## src/rtl/dac_sched_pkg.sv

```systemverilog
// dac_sched_pkg: shared types, command-word layout and reset constants for the DAC frame scheduler.
// Build option: DAC_MIDSCALE_START_EN selects mid-scale shadow reset and a frame forced right after reset.
package dac_sched_pkg;

    typedef enum logic [1:0] {IDLE, WAIT_RDY, SEND, HOLDOFF} state_t;

    localparam logic [1:0] LD_HOLD = 2'b00;
    localparam logic [1:0] LD_ALL  = 2'b01;

    localparam int CMD_LD_MSB = 21;
    localparam int CMD_LD_LSB = 20;
    localparam int CMD_CH_MSB = 18;
    localparam int CMD_CH_LSB = 17;

    localparam int HOLDOFF_CYCLES = 2;

`ifdef DAC_MIDSCALE_START_EN
    localparam logic [15:0] SHADOW_RST  = 16'h8000;
    localparam logic        START_FRAME = 1'b1;
`else
    localparam logic [15:0] SHADOW_RST  = 16'h0000;
    localparam logic        START_FRAME = 1'b0;
`endif

    function automatic logic [23:0] dac_cmd(input logic [1:0] ld, input logic [1:0] ch, input logic [15:0] val);
        logic [23:0] w;
        w = {8'h00, val};
        w[CMD_LD_MSB:CMD_LD_LSB] = ld;
        w[CMD_CH_MSB:CMD_CH_LSB] = ch;
        return w;
    endfunction

endpackage

```

## src/rtl/dac_frame_scheduler_sample_fifo.sv

```systemverilog
// sample_fifo: synchronous first-word-fall-through FIFO.
// Ports: clk, rst_n (async, active-low); wr_en/wr_data write side (ignored when full);
//        rd_en/rd_data pop side (rd_data valid whenever !empty); full, empty, level status.
module sample_fifo #(
    parameter int WIDTH = 18,
    parameter int DEPTH = 8
) (
    input  logic                       clk,
    input  logic                       rst_n,
    input  logic                       wr_en,
    input  logic [WIDTH-1:0]           wr_data,
    input  logic                       rd_en,
    output logic [WIDTH-1:0]           rd_data,
    output logic                       full,
    output logic                       empty,
    output logic [$clog2(DEPTH):0]     level
);

    localparam int AW = $clog2(DEPTH);

    logic [WIDTH-1:0] mem_q [DEPTH];
    logic [AW-1:0]    wr_ptr_q, wr_ptr_d, rd_ptr_q, rd_ptr_d;
    logic [AW:0]      level_q, level_d;
    logic             wr_ok, rd_ok;

    always_comb begin
        full     = level_q == (AW+1)'(DEPTH);
        empty    = level_q == '0;
        wr_ok    = wr_en && !full;
        rd_ok    = rd_en && !empty;
        wr_ptr_d = wr_ptr_q + AW'(wr_ok);
        rd_ptr_d = rd_ptr_q + AW'(rd_ok);
        level_d  = level_q + (AW+1)'(wr_ok) - (AW+1)'(rd_ok);
        rd_data  = mem_q[rd_ptr_q];
        level    = level_q;
    end

    always_ff @(posedge clk or negedge rst_n) begin
        if (!rst_n) begin
            wr_ptr_q <= '0;
            rd_ptr_q <= '0;
            level_q  <= '0;
        end else begin
            wr_ptr_q <= wr_ptr_d;
            rd_ptr_q <= rd_ptr_d;
            level_q  <= level_d;
        end
    end

    always_ff @(posedge clk) begin
        if (wr_ok) mem_q[wr_ptr_q] <= wr_data;
    end

endmodule

```

## src/rtl/dac_frame_scheduler.sv

```systemverilog
// dac_frame_scheduler: queues per-channel samples and, on each sample tick, sends one frame of DAC command words.
// Ports: i_Clock, reset_n (async, active-low); i_Sample_Data/Ch/Valid + o_Sample_Ready sample input;
//        o_DAC_Data/o_DAC_Send + i_DAC_Ready SPI-stage handshake; o_Overrun sticky flag cleared by i_Clear;
//        o_Fifo_Level sample FIFO occupancy.
// Build option: DAC_MIDSCALE_START_EN (mid-scale shadows and a frame forced right after reset).
module dac_frame_scheduler
    import dac_sched_pkg::*;
#(
    parameter int SAMPLE_DIV = 1000,
    parameter int NUM_CH     = 4,
    parameter int FIFO_DEPTH = 8
) (
    input  logic                          i_Clock,
    input  logic                          reset_n,
    input  logic [15:0]                   i_Sample_Data,
    input  logic [1:0]                    i_Sample_Ch,
    input  logic                          i_Sample_Valid,
    output logic                          o_Sample_Ready,
    output logic [23:0]                   o_DAC_Data,
    output logic                          o_DAC_Send,
    input  logic                          i_DAC_Ready,
    output logic                          o_Overrun,
    input  logic                          i_Clear,
    output logic [$clog2(FIFO_DEPTH):0]   o_Fifo_Level
);

    localparam logic [1:0] LAST_CH = 2'(NUM_CH - 1);

    state_t      state_q, state_d;
    logic [1:0]  ch_q, ch_d;
    logic [1:0]  hold_q, hold_d;
    logic [15:0] cnt_q, cnt_d;
    logic [23:0] data_q, data_d;
    logic        overrun_q, overrun_d;
    logic        start_q, start_d;
    logic [15:0] shadow_q [4];
    logic [15:0] shadow_d [4];

    logic        tick, pop, fifo_full, fifo_empty;
    logic [17:0] fifo_rd_data;

    sample_fifo #(
        .WIDTH (18),
        .DEPTH (FIFO_DEPTH)
    ) u_fifo (
        .clk     (i_Clock),
        .rst_n   (reset_n),
        .wr_en   (i_Sample_Valid),
        .wr_data ({i_Sample_Ch, i_Sample_Data}),
        .rd_en   (pop),
        .rd_data (fifo_rd_data),
        .full    (fifo_full),
        .empty   (fifo_empty),
        .level   (o_Fifo_Level)
    );

    always_comb begin
        tick      = cnt_q == 16'(SAMPLE_DIV - 1);
        state_d   = state_q;
        ch_d      = ch_q;
        hold_d    = hold_q;
        data_d    = data_q;
        shadow_d  = shadow_q;
        start_d   = start_q;
        pop       = 1'b0;
        cnt_d     = tick ? 16'd0 : cnt_q + 16'd1;
        // A tick landing outside IDLE is dropped; recording it beats a simultaneous clear.
        overrun_d = (tick && state_q != IDLE) ? 1'b1 : i_Clear ? 1'b0 : overrun_q;
        case (state_q)
            IDLE: begin
                if (tick || start_q) begin
                    state_d = WAIT_RDY;
                    ch_d    = 2'd0;
                    start_d = 1'b0;
                    // The forced start-up frame re-phases the tick counter.
                    if (start_q) cnt_d = 16'd0;
                end else if (!fifo_empty) begin
                    pop = 1'b1;
                    if (int'(fifo_rd_data[17:16]) < NUM_CH) shadow_d[fifo_rd_data[17:16]] = fifo_rd_data[15:0];
                end
            end
            WAIT_RDY: begin
                if (i_DAC_Ready) begin
                    data_d  = dac_cmd(ch_q == LAST_CH ? LD_ALL : LD_HOLD, ch_q, shadow_q[ch_q]);
                    state_d = SEND;
                end
            end
            SEND: begin
                // The SEND cycle itself is the first cycle of the ready-ignore window.
                hold_d  = 2'(HOLDOFF_CYCLES - 2);
                state_d = HOLDOFF;
            end
            HOLDOFF: begin
                if (hold_q != 2'd0) begin
                    hold_d = hold_q - 2'd1;
                end else if (ch_q == LAST_CH) begin
                    state_d = IDLE;
                end else begin
                    ch_d    = ch_q + 2'd1;
                    state_d = WAIT_RDY;
                end
            end
            default: state_d = IDLE;
        endcase
    end

    always_ff @(posedge i_Clock or negedge reset_n) begin
        if (!reset_n) begin
            state_q   <= IDLE;
            ch_q      <= 2'd0;
            hold_q    <= 2'd0;
            cnt_q     <= 16'd0;
            data_q    <= 24'd0;
            overrun_q <= 1'b0;
            start_q   <= START_FRAME;
            shadow_q  <= '{default: SHADOW_RST};
        end else begin
            state_q   <= state_d;
            ch_q      <= ch_d;
            hold_q    <= hold_d;
            cnt_q     <= cnt_d;
            data_q    <= data_d;
            overrun_q <= overrun_d;
            start_q   <= start_d;
            shadow_q  <= shadow_d;
        end
    end

    always_comb begin
        o_DAC_Send     = state_q == SEND;
        o_DAC_Data     = data_q;
        o_Overrun      = overrun_q;
        o_Sample_Ready = !fifo_full;
    end

endmodule
```

## config.mk

```make
export PLATFORM = sky130hd
export DESIGN_NAME = dac_frame_scheduler
export DESIGN_NICKNAME = d
export VERILOG_FILES = /design/src/rtl/dac_sched_pkg.sv /design/src/rtl/dac_frame_scheduler_sample_fifo.sv /design/src/rtl/dac_frame_scheduler.sv
export SDC_FILE = /design/constraint.sdc
export NUM_CORES = 1
export LEC_CHECK = 0
export BUFFER_PORTS_ARGS = -buffer_cell sky130_fd_sc_hd__buf_2
export CAP_MARGIN = 20
export CORE_ASPECT_RATIO = 1.5
export CORE_MARGIN = 4
export CORE_UTILIZATION = 60
export CTS_CLUSTER_SIZE = 12
export DETAILED_ROUTE_END_ITERATION = 7
export PLACE_DENSITY = 0.79
export SETUP_SLACK_MARGIN = 0.15
export SYNTH_ARGS = -nofsm -noshare
export SYNTH_HDL_FRONTEND = slang
export SYNTH_HIERARCHICAL = 1
export SYNTH_SLANG_ARGS = --single-unit
```

## constraint.sdc

```tcl
create_clock -name i_Clock -period 5.82 [get_ports i_Clock]
set_input_delay 1.164 -clock i_Clock [delete_from_list [all_inputs] [get_ports i_Clock]]
set_output_delay 1.164 -clock i_Clock [all_outputs]
set_load 0.1 [all_outputs]
```

# == Word level (Yosys, flattened, before mapping) ==
# Memories as Yosys holds them, arrays and structs flattened.
# Index checks and enable logic that the tools add are counted.
# word_totals
regBits,117
ram_bits,144
output_inout_bits,31
n_memories,1
inputBits,23
wordCells,83
# classes
bitwise,4
mux,26
eq_ne,11
order_cmp,3
addsub,7
n_reduce_logical,18
# mem_list
memory,depth,width,read_ports,rd_clocked_by_memory_dff,wr,line_no,source
u_fifo.mem_q,8,18,1,0,1,dac_frame_scheduler_sample_fifo.sv:21,logic [WIDTH-1:0] mem_q [DEPTH];
# ops
op,count
bitwise mux 64 bit,1
2-to-1 mux 16 bit,4
binary-select mux 16 bit (select 2 bit),1
demux 16 bit (select 2 bit),1
adder 16 x 1 -> 16 bit (second input constant),1
== test 16 x 10 -> 1 bit (second input constant),1
2-to-1 mux 2 bit,7
inequality test 2 bit (second input constant),5
nonzero test 2 bit,5
2-to-1 mux 1 bit,9
case mux 2 bit (2 select lines),2
case mux 2 bit (4 select lines),1
adder 3 x 1 -> 3 bit,2
== test 2 bit (second input constant),3
>= comparator 3 bit (second input constant),2
inverter 2 -> 3 bit,2
AND reduction 3 bit,2
adder 4 x 1 -> 4 bit,1
== test 4 bit (second input constant),1
logical AND 1 bit,4
logical NOT 4 bit,1
AND reduction 2 bit,2
AND reduction 4 bit,1
subtractor 4 x 1 -> 4 bit,1
other kinds (7),9

# == Logic depth before layout (Yosys ltp) ==
# Gate-level depths: netlist of the first run.
# An unclocked memory read counts as a cell.
# logic_depth
word_depth,7
mapped_depth,12
depth_no_buf,12

# == Hierarchy ==
# The synthesis of the first run kept the hierarchy.
# modules_own_cells
mod,cells_per_inst,area_per_inst_um2,seq_area_each_um2,n_inst
sample_fifo,259,6099.6,4574.4,1
dac_frame_scheduler,336,4863.4,2652.5,1

# == Worst setup path after synthesis of the first run ==
# No wires, ideal clock.
# synth_path
path_type,flip-flop to flip-flop
startpoint,"register u_fifo.level_q[2], in the netlist u_fifo/level[2]"
endpoint,memory u_fifo.mem_q[1][0] (enable)
t_required_ps,5404
synth_period_minus_slack_ps,3366
setup_time_ps,416
n_path_buf,0
setup_slack_ps,2454
path_stages_with_launch,6
arrival_time_ps,2950
cell_sequence,dfrtp_1 inv_1 ha_1 or3b_2 nand3_1 nor3_1
# synth_via
elab_chain_len,5
# synth_lines
element,line_no,source
start: declaration,dac_frame_scheduler_sample_fifo.sv:23,"logic [AW:0] level_q, level_d;"
start signal: assignment,dac_frame_scheduler_sample_fifo.sv:46,level_q <= level_d;
== test 4 bit,dac_frame_scheduler_sample_fifo.sv:27,full = level_q == (AW+1)'(DEPTH);
logical NOT 1 bit,dac_frame_scheduler_sample_fifo.sv:29,wr_ok = wr_en && !full;
logical AND 1 bit,dac_frame_scheduler_sample_fifo.sv:29,
2-to-1 mux 1 bit,dac_frame_scheduler_sample_fifo.sv:51,if (wr_ok) mem_q[wr_ptr_q] <= wr_data;
2-to-1 mux 1 bit (implied by the code),dac_frame_scheduler_sample_fifo.sv:51,
end: declaration,dac_frame_scheduler_sample_fifo.sv:21,
# No other way between the ends.

# == Final worst setup path of the first run ==
# layout_path
startpoint,register u_fifo.rd_ptr_q[0]
endpoint,register shadow_q[41] in the netlist's numbering
# layout_via
elab_chain_len,7
elab_cells_between_ends,8
cone_classes,2 x order compare; 3 x mux; 1 x bitwise; 1 x reduce/logical; 1 x memory
# layout_lines
element,line_no,source
start: declaration,dac_frame_scheduler_sample_fifo.sv:22,"logic [AW-1:0] wr_ptr_q, wr_ptr_d, rd_ptr_q, rd_ptr_d;"
start signal: assignment,dac_frame_scheduler_sample_fifo.sv:45,rd_ptr_q <= rd_ptr_d;
memory (8 x 18 bit) *,--,
named net fifo_rd_data[17],dac_frame_scheduler.sv:40,logic [17:0] fifo_rd_data;
inverter 2 -> 3 bit (implied by the code) *,dac_frame_scheduler.sv:79,if (int'(fifo_rd_data[17:16]) < NUM_CH) shadow_d[fifo_rd_data[17:16]] = fifo_rd_data[15:0];
>= comparator 3 bit (implied by the code) / less-than comparator 3 x 1 -> 1 bit (equally long branches),dac_frame_scheduler.sv:79,
logical AND 1 bit (implied by the code),dac_frame_scheduler.sv:79,
2-to-1 mux 16 bit (implied by the code),dac_frame_scheduler.sv:79,
demux 16 bit (select 2 bit) *,dac_frame_scheduler.sv:79,
bitwise mux 64 bit *,dac_frame_scheduler.sv:79,
end signal: assignment,dac_frame_scheduler.sv:125,shadow_q <= shadow_d;
end: declaration,dac_frame_scheduler.sv:36,logic [15:0] shadow_q [4];
# Mark *: on every way through the listed nets, which the timed path passes. The rest lies on a longest branch.
# A chain may end at the register's enable or synchronous reset.

==> metrics.md, run 1 <==
| Metric | Value |
|---|---|
| CP max FO | 37 |
| Crit path buffers/inverters | 1 |
| Core Region | between 0.015 and 0.02 mm^2 |
| Largest net degree at the start of global routing | 85 |
| CP delay by family, top | multiplexers |
| PortBufs | 48 |
| Clk_skew | 0.008304 ns |
| Total Routing Usage GR | between 10% and 20% |
| Post-route ant nets | 0 |
| Synth Warn # | 6 |
| Drt first pass iters | 4 |
| Antenna violations before repair | 0 |
| Sequential fraction of the synthesis area | ~66% |
| Die Y | about 170 um |
| Antenna diode count | 0 |
| Max Fclk | between 300 and 400 MHz |
| Residual DRC | 0 |
| Most frequent cells in the layout | edfxtp_1 (144), dfrtp_1 (116), mux2_2 (91) |
| Vias per Instance | approximately 6.0 |
| Initial Util | between 60% and 70% |
| Max stage delay cell, worst path | or4b_2 |
| Aggregate global routing overflow | 0 |
| Global-route met3 utilization | 2.612% |
| Vias in the first global route | roughly 5.7k |
| TritonCTS Buffers | 26 |
| CP Data Required Time | about 6.2 ns |
| Worst slew pin tran | roughly 0.99 ns |
| Num Clock Sinks | 260 |
| Fin cells | between 800 and 900 |
| Post-synth EDFFs | about 140 |
| Worst vdd ir | 318.9 uV |
| Outcome | finished, final reports clean |
| Crit path top cell by count | mux2_2 |
| Row count | 60 |
| Share of layout cells above drive strength 1 | between 30% and 40% |
| Clk slew on worst S/H paths | ~0.06 ns |
| Cell chosen for the clock root | clkbuf_16 |
| WL/cell | 21.19 um |
| Post-CTS Setup Repair Bufs | 0 |
| Post-Route WL | 18.84 mm |
| Gr busiest metal | met2 |
| Pleak | about 4.8 nW |
| Crit path cell chain | buf_4 -> mux4_1 -> mux2_2 -> or4b_2 -> mux2_2 |
| Mean Syn Cell Area | between 15 and 20 um^2 |
| Pwr dens | ~500 mW/mm^2 |
| Fillers | about 1.2k |
| Fin crit period | 3.229 ns |
| Min-Delay Startpoint | cnt_q[0] |
| Final worst path period share | a little under three fifths |
| Via Count | roughly 5.3k |
| First DRT Iteration DRCs | between 200 and 300 |
| Slew HR | about 34% |
| Synth cell types | just under 50 |
| CP startpoint kind | flop |
| CP Launch Point | u_fifo/rd_ptr_q[0] |
| Htree depth | 1 |
| Area Growth Syn to Fin | 10.99% |
| CTS Hold Bufs | 0 |
| Hold crit path type | flop to flop |
| RSZ-0062 raised after global routing | no |
| Crit. End Element | flop |
| Area occupied by multi-input gates | 0.003491 mm^2 |
| Die width | 118.4 um |
| Slew Limit Fails | 0 |
| R2r startpoint | u_fifo/rd_ptr_q[0] |
| Final hold vios | 0 |
| Setup_tns | 0 ns |
| Resized cells post-CTS | 0 |
| First-pass GRT wire length | a little over 30 mm |
| Post-synth top area cell | edfxtp_1 |
| Final setup fails | 0 |
| WP data arrival | roughly 3.6 ns |
| GPL Wtd Cong | 0.7725 |
| Worst-skew pair later-pin latency | about 0.51 ns |
| Max-Cap Viols | 0 |
| Commonest non-fill, non-tap cell in the layout | edfxtp_1 |
| Ys flop type | edfxtp_1 |
| # IOs | 54 |
| Die area | 0.02054 mm^2 |
| Number of synthesized register bits | 260 |
| Share of the synthesized area in the top cell type | between 30% and 40% |
| Placed instance count | 847 |
| NumNets Final | between 700 and 800 |
| CTS tree | yes |
| Clock Path Buffers | 3 |
| Synth top area cells | edfxtp_1 (39%), dfrtp_1 (26%), mux2_2 (9.3%), mux4_1 (8.6%), mux4_2 (3.3%) |
| Crit Path Category | flop to flop |
| Met2 GRT Util | a little over a third |
| Register area | 0.007227 mm^2 |
| Mapped Area | about 0.011 mm^2 |
| Dpl hpwl | about 12 mm |
| Max incr delay on CP | 0.97 ns |
| M1 GR Usage | a little under a quarter |
| Post-Syn Instances | slightly below 600 |
| Share of flip-flops with an asynchronous set or reset | 44.62% |
## synthesized netlist by cell type, drive strengths merged, types with 2 or more instances
cell type and number:
buf 22, nand4 3, mux4 52, inv 16, nor2 13, dfrtp 116, nand2b 5, and3 4
nor4bb 2, nor3 4, a21oi 5, edfxtp 144, o21ai 6, nand2 18, mux2 101, nor4 2
o22ai 2, xor2 7, ha 18, or4b 2, nor3b 2, nor2b 6, a22o 2, clkbuf 7
nand3 12, xnor2 7, or4 3, o22a 2
## worst paths after layout
kind	to	slack (ns)	depth (start not counted)
setup / recovery	shadow_q[41]	2.59	5
min in group asynchronous	o_DAC_Data[17]	0.49	1
setup reg to reg	shadow_q[41]	2.59	5
max in group asynchronous	shadow_q[56]	4.67	2
hold reg to reg	cnt_q[0]	0.46	1
hold / removal	cnt_q[0]	0.46	1
## flip-flops by register name, summed over array words and instances, names as in the netlist
name / cells
o_Overrun: 1
ch_q: 2
o_DAC_Data: 19
u_fifo/mem_q: 144
hold_q: 2
u_fifo/wr_ptr_q: 3
state_q: 2
shadow_q: 64
u_fifo/level: 4
u_fifo/rd_ptr_q: 3
cnt_q: 16
## power by group
group	leakage, nW	internal, mW	switching [mW]	total, mW
Clock	0.354	0.843	0.626	1.47
Sequential	2.75	2.40	0.223	2.63
Combinational	1.73	1.05	0.969	2.01
Total	4.83	4.29	1.82	6.11
## metal layers
metal | wire length (um) | share of wire [%] | up-vias
met2 | 10490 | 56 | 95
met3 | 645 | 3.4 | 26
met1 | 7384 | 39 | 2782
met5 | 0 | 0 | -
li1 | - | - | 2431
met4 | 321 | 1.7 | 0
## metrics by stage
stage	setup slack, ns	cell area (um^2)	hold WS, ns	total power, mW	utilization [%]
global route	2.475	12170	0.4827	6.427	67.82
floorplan	2.454	10980	0.4307	4.242	-
finish	2.591	12170	0.4582	6.109	67.82
detailed placement	2.578	11380	0.4581	4.639	63.44
global placement	2.665	11380	0.4500	4.523	63.44
CTS	2.570	12110	0.4657	6.129	67.51
## cell type report
class	instances	area share, %
clock buffers	38	5.892
clock inverters	2	0.1131
inverters	16	0.4936
multi-input cells	294	28.69
flip-flops and latches	260	59.39
well taps	217	2.231
repair buffers	62	3.188
## cells by family after synthesis
group | count (synthesis) | share of synthesized area, %
other cells | 1 | 0.03421
mux | 154 | 22.72
fa+ha+maj | 19 | 2.237
xor+xnor | 14 | 1.118
buf+inv | 45 | 2.465
compound gates | 20 | 1.164
flops | 260 | 65.92
simple gates | 82 | 4.337
No activity file was read; power rests on OpenSTA's default activity.
==> inputs of run 2 (changes only) <==
- CORE_UTILIZATION: 60 -> 55
- PLACE_DENSITY: 0.79 -> 0.77
- clock period: 5.82 -> 2.7 ns (I/O delays scaled with it)
==> metrics.md, run 2 (synthesized netlist as in run 1, its figures left out) <==
| Metric | Value |
|---|---|
| Most frequent cells in the layout | edfxtp_1 (144), dfrtp_1 (109), mux2_2 (89) |
| First-pass GRT wire length | between 30 and 40 mm |
| Residual DRC | 0 |
| Crit Path Category | flop to flop |
| Final setup fails | 0 |
| Antenna diode count | 0 |
| Dpl ws | ~0.093 ns |
| Post-Route WL | 20.68 mm |
| CTS tree | yes |
| Core Region | 0.01971 mm^2 |
| Placed instance count | ~900 |
| Clk_skew | roughly 0.013 ns |
| Slew Limit Fails | 0 |
| Cell chosen for the clock root | clkbuf_16 |
| Vias per Instance | 5.740 |
| Hold crit path type | input pin to asynchronous set/reset pin |
| Row count | 63 |
| GPL Wtd Cong | 0.7640 |
| Area occupied by multi-input gates | between 0.003 and 0.004 mm^2 |
| R2r startpoint | u_fifo/level[2] |
| Largest net degree at the start of global routing | 54 |
| Dpl hpwl | between 10 and 15 mm |
| Die width | 123.3 um |
| Setup_tns | 0 ns |
| Pwr dens | approximately 1100 mW/mm^2 |
| CP Launch Point | u_fifo/level[2] |
| Max incr delay on CP | about 0.47 ns |
| Clock Path Buffers | 3 |
| Clk slew on worst S/H paths | 0.06 ns |
| Die Y | around 180 um |
| WL/cell | between 20 and 25 um |
| Vias in the first global route | roughly 6.0k |
| Slew HR | 42.10% |
| RSZ-0062 raised after global routing | yes |
| NumNets Final | 724 |
| Worst-skew pair later-pin latency | 0.52 ns |
| PortBufs | 48 |
| Crit path top cell by count | ha_1 |
| Total Routing Usage GR | 19.13% |
| Worst slew pin tran | between 0.8 and 0.9 ns |
| WP data arrival | ~2.9 ns |
| Final hold vios | 0 |
| Fin crit period | 2.467 ns |
| Worst setup margin | 0.2335 ns |
| TritonCTS Buffers | 26 |
| Die area | around 0.022 mm^2 |
| Final worst path period share | ~91% |
| Max stage delay cell, worst path | dfrtp_4 |
| Via Count | ~5.5k |
| Share of layout cells above drive strength 1 | 36.80% |
| CP startpoint kind | flop |
| Post-route ant nets | 0 |
| Max-Cap Viols | 0 |
| Crit path cell chain | inv_2 -> ha_1 -> nor3b_4 -> nand2b_4 -> nor2b_1 -> nor2b_2 -> ha_1 -> inv_1 -> ha_1 -> fa_1 -> xor2_1 |
| Max FFs per register | 144 |
| Drt first pass iters | 4 |
| Fin cells | around 960 |
| Commonest non-fill, non-tap cell in the layout | edfxtp_1 |
| Initial Util | between 50% and 60% |
| Register area | between 0.007 and 0.008 mm^2 |
| Fillers | 1386 |
| CTS Hold Bufs | 0 |
| CP Data Required Time | around 3.1 ns |
| Biggest register | u_fifo/mem_q |
| Crit. End Element | flop |
| # IOs | between 50 and 60 |
| Num Clock Sinks | 260 |
| First DRT Iteration DRCs | roughly 310 |
| Pleak | 4.965 nW |
| Aggregate global routing overflow | 0 |
| Area Growth Syn to Fin | 14.05% |
| CP max FO | 3 |
| Antenna violations before repair | 0 |
| Max Fclk | 405.4 MHz |
| Worst vdd ir | 610.2 uV |
| Outcome | finished, final reports clean |
| Htree depth | 1 |
## run 2: changes by cell type in the layout (fill, tap and decap cells not counted), moves of 3 or more
| cell | change |
|---|---|
| clkbuf_1 | +4 |
| buf_4 | +21 |
| mux4_2 | +3 |
| mux4_1 | -3 |
| dfrtp_1 | -7 |
| buf_12 | +3 |
| clkbuf_8 | +3 |
| dfrtp_2 | +6 |
## run 2: worst paths after layout
path                       depth (start not counted)         endpoint  slack [ns]
setup reg to reg                                  11  u_fifo/level[2]        0.23
hold / removal                                     1   o_DAC_Data[14]        0.06
max in group asynchronous                          2       state_q[1]        1.97
hold reg to reg                                    2   o_DAC_Data[18]        0.47
setup / recovery                                  11  u_fifo/level[2]        0.23
min in group i_Clock                               2        o_Overrun        0.23
## run 2: cell type report
class                           instances  share of cell area, %
Sequential cell                       260                  57.89
Clock inverter                          2                0.08006
Timing Repair Buffer                   84                  4.453
Inverter                               16                 0.4803
Tap cell                              260                  2.602
Multi-Input combinational cell        294                  28.31
Clock buffer                           45                  6.184
## run 2: timing repair
item                       CTS  global route
gates resized for setup      5             7
setup endpoints to repair   65            51
buffers inserted             8             4
pin swaps                    3             4
## run 2: per-stage QoR
step | utilization [%] | cell area [um^2] | hold slack (ns) | total power, mW
4_1_cts | 63.15 | 12440 | 0.07465 | 13.68
6_report | 63.45 | 12500 | 0.06134 | 13.58
2_1_floorplan | - | 11030 | 0.2444 | 9.270
3_5_place_dp | 58.74 | 11570 | 0.4609 | 10.24
3_3_place_gp | 58.74 | 11570 | 0.4508 | 9.924
5_1_grt | 63.45 | 12500 | 0.1051 | 14.26
## run 2: worst max-delay path: cells and delay by family (launching register included)
family	cells	cell delay, ns
xor gates and xnor gates	1	0.16
adders and majority gates	4	1.01
buffers and inverters	2	0.12
DFF	1	0.47
and+or+nand+nor	4	0.58
## run 2: per-layer routing
layer	wire length [um]	vias to the layer above	GRT usage, %
met5	0	-	0
met4	423	0	5.499
met3	796	32	2.662
met2	11560	124	34.79
met1	7897	2887	23.47
li1	-	2473	-
## run 2: where the power goes
group	switching [mW]	total (mW)	internal [mW]
clock network	1.37	3.29	1.93
registers	0.467	5.66	5.19
logic	2.21	4.63	2.42
total	4.05	13.6	9.54
==> inputs of run 3 (changes only) <==
- MAX_ROUTING_LAYER: not set -> met4
==> metrics.md, run 3 (synthesized netlist as in run 1, its figures left out) <==
| Metric | Value |
|---|---|
| Outcome | finished, final reports clean |
| Clk_skew | roughly 0.013 ns |
| Drt first pass iters | 4 |
| Max incr delay on CP | around 0.7 ns |
| R2r startpoint | u_fifo/rd_ptr_q[0] |
| Worst slew pin tran | around 0.86 ns |
| Vias per Instance | just under 6 |
| First-pass GRT wire length | 32.94 mm |
| Crit path cell chain | mux4_2 -> mux2_4 -> or4_4 -> mux2_2 |
| Vias in the first global route | 5998 |
| Crit. End Element | flop |
| Fillers | 1386 |
| Worst-skew pair later-pin latency | approximately 0.52 ns |
| Max stage delay cell, worst path | or4_4 |
| Clock Path Buffers | 3 |
| CP delay by family, top | multiplexers |
| PortBufs | between 40 and 50 |
| Pwr dens | about 1100 mW/mm^2 |
| Htree depth | 1 |
| GPL Wtd Cong | between 0.7 and 0.8 |
| CP Data Required Time | 3.09 ns |
| Die Y | between 150 and 200 um |
| Hold crit path type | input pin to asynchronous set/reset pin |
| Final setup fails | 0 |
| Area after DPL | between 0.01 and 0.015 mm^2 |
| Biggest register | u_fifo/mem_q |
| Core Region | roughly 0.020 mm^2 |
| Antenna diode count | 0 |
| Max Fclk | 405.8 MHz |
| CTS tree | yes |
| Crit Path Category | flop to flop |
| CTS Hold Bufs | 0 |
| Cell chosen for the clock root | clkbuf_16 |
| Clk slew on worst S/H paths | 0.06 ns |
| Post-Route WL | 20.72 mm |
| Dpl hpwl | roughly 13 mm |
| Die area | around 0.022 mm^2 |
| Total Routing Usage GR | roughly a fifth |
| Commonest non-fill, non-tap cell in the layout | edfxtp_1 |
| Final total power | about 14 mW |
| Max-Cap Viols | 0 |
| Slew HR | a little over two fifths |
| Initial Util | 55.63% |
| # IOs | 54 |
| Finished Cell Area | 0.01250 mm^2 |
| Row count | 63 |
| Final hold vios | 0 |
| Post-route ant nets | 0 |
| Area Growth Syn to Fin | 14.05% |
| Die width | roughly 120 um |
| RSZ-0062 raised after global routing | yes |
| Fin crit period | about 2.5 ns |
| First DRT Iteration DRCs | roughly 320 |
| Num Clock Sinks | between 200 and 300 |
| Slew Limit Fails | 0 |
| Crit path buffers/inverters | 0 |
| Share of layout cells above drive strength 1 | 36.80% |
| Setup_tns | 0 ns |
| Max FFs per register | between 100 and 150 |
| Via Count | about 5.5k |
| TritonCTS Buffers | 26 |
| Residual DRC | 0 |
| CP max FO | 16 |
| Antenna violations before repair | 0 |
| Most frequent cells in the layout | edfxtp_1 (144), dfrtp_1 (109), mux2_2 (89) |
| WL/cell | ~22 um |
| Aggregate global routing overflow | 0 |
| CP Launch Point | u_fifo/rd_ptr_q[0] |
| Largest net degree at the start of global routing | 54 |
| CP startpoint kind | flop |
| Pleak | 4.965 nW |
| WP data arrival | 2.86 ns |
| Worst vdd ir | 611.7 uV |
| Final worst path period share | about nine tenths |
| NumNets Final | ~720 |
## run 3: layout make-up
cell class / instances / area [um^2] / share of cell area (%)
flip-flops and latches: 260 / 7238 / 57.89
multi-input cells: 294 / 3540 / 28.31
clock buffers: 45 / 773.2 / 6.184
repair buffers: 84 / 556.8 / 4.453
well taps: 260 / 325.3 / 2.602
inverters: 16 / 60.06 / 0.4803
clock inverters: 2 / 10.01 / 0.08006
## run 3: worst reg2reg max path, cell delays in order (launching register included)
cell and delay [ns]:
dfrtp_2 0.45, mux4_2 0.54, mux2_4 0.31, or4_4 0.70, mux2_2 0.34
## run 3: worst paths after layout
path	endpoint	slack, ns	depth (start not counted)
max	shadow_q[63]	0.24	4
min	o_DAC_Data[14]	0.05	1
max reg2reg	shadow_q[63]	0.24	4
min reg2reg	o_DAC_Data[18]	0.47	2
max in group asynchronous	state_q[1]	1.98	2
min in group i_Clock	o_Overrun	0.23	2
## run 3: where the power goes
group	switching, mW	internal (mW)
Sequential	0.469	5.19
Clock	1.37	1.93
Combinational	2.22	2.42
Total	4.06	9.54
## run 3: per-layer routing
layer	vias to the layer above	wire [um]	GRT usage, %
li1	2476	-	-
met1	2908	8005	23.58
met2	121	11490	34.84
met3	41	707	2.537
met4	0	512	5.499
met5	-	0	-
## run 3: what timing repair did
item	in CTS	in global routing
gates resized for setup	5	7
endpoints found under the setup margin	65	51
buffers inserted	8	4
pin swaps	3	4
endpoints found under the hold margin	0	0
## run 3: through the flow
stage	util [%]	hold slack (ns)	worst slack, ns	std cells
after global placement	58.74	0.4508	0.1609	902
after CTS	63.15	0.07465	0.09238	957
after global routing	63.45	0.1041	0.1080	961
final	63.45	0.05483	0.2359	961
after detailed placement	58.74	0.4609	0.09322	902
after floorplan	-	0.2444	0.1201	599
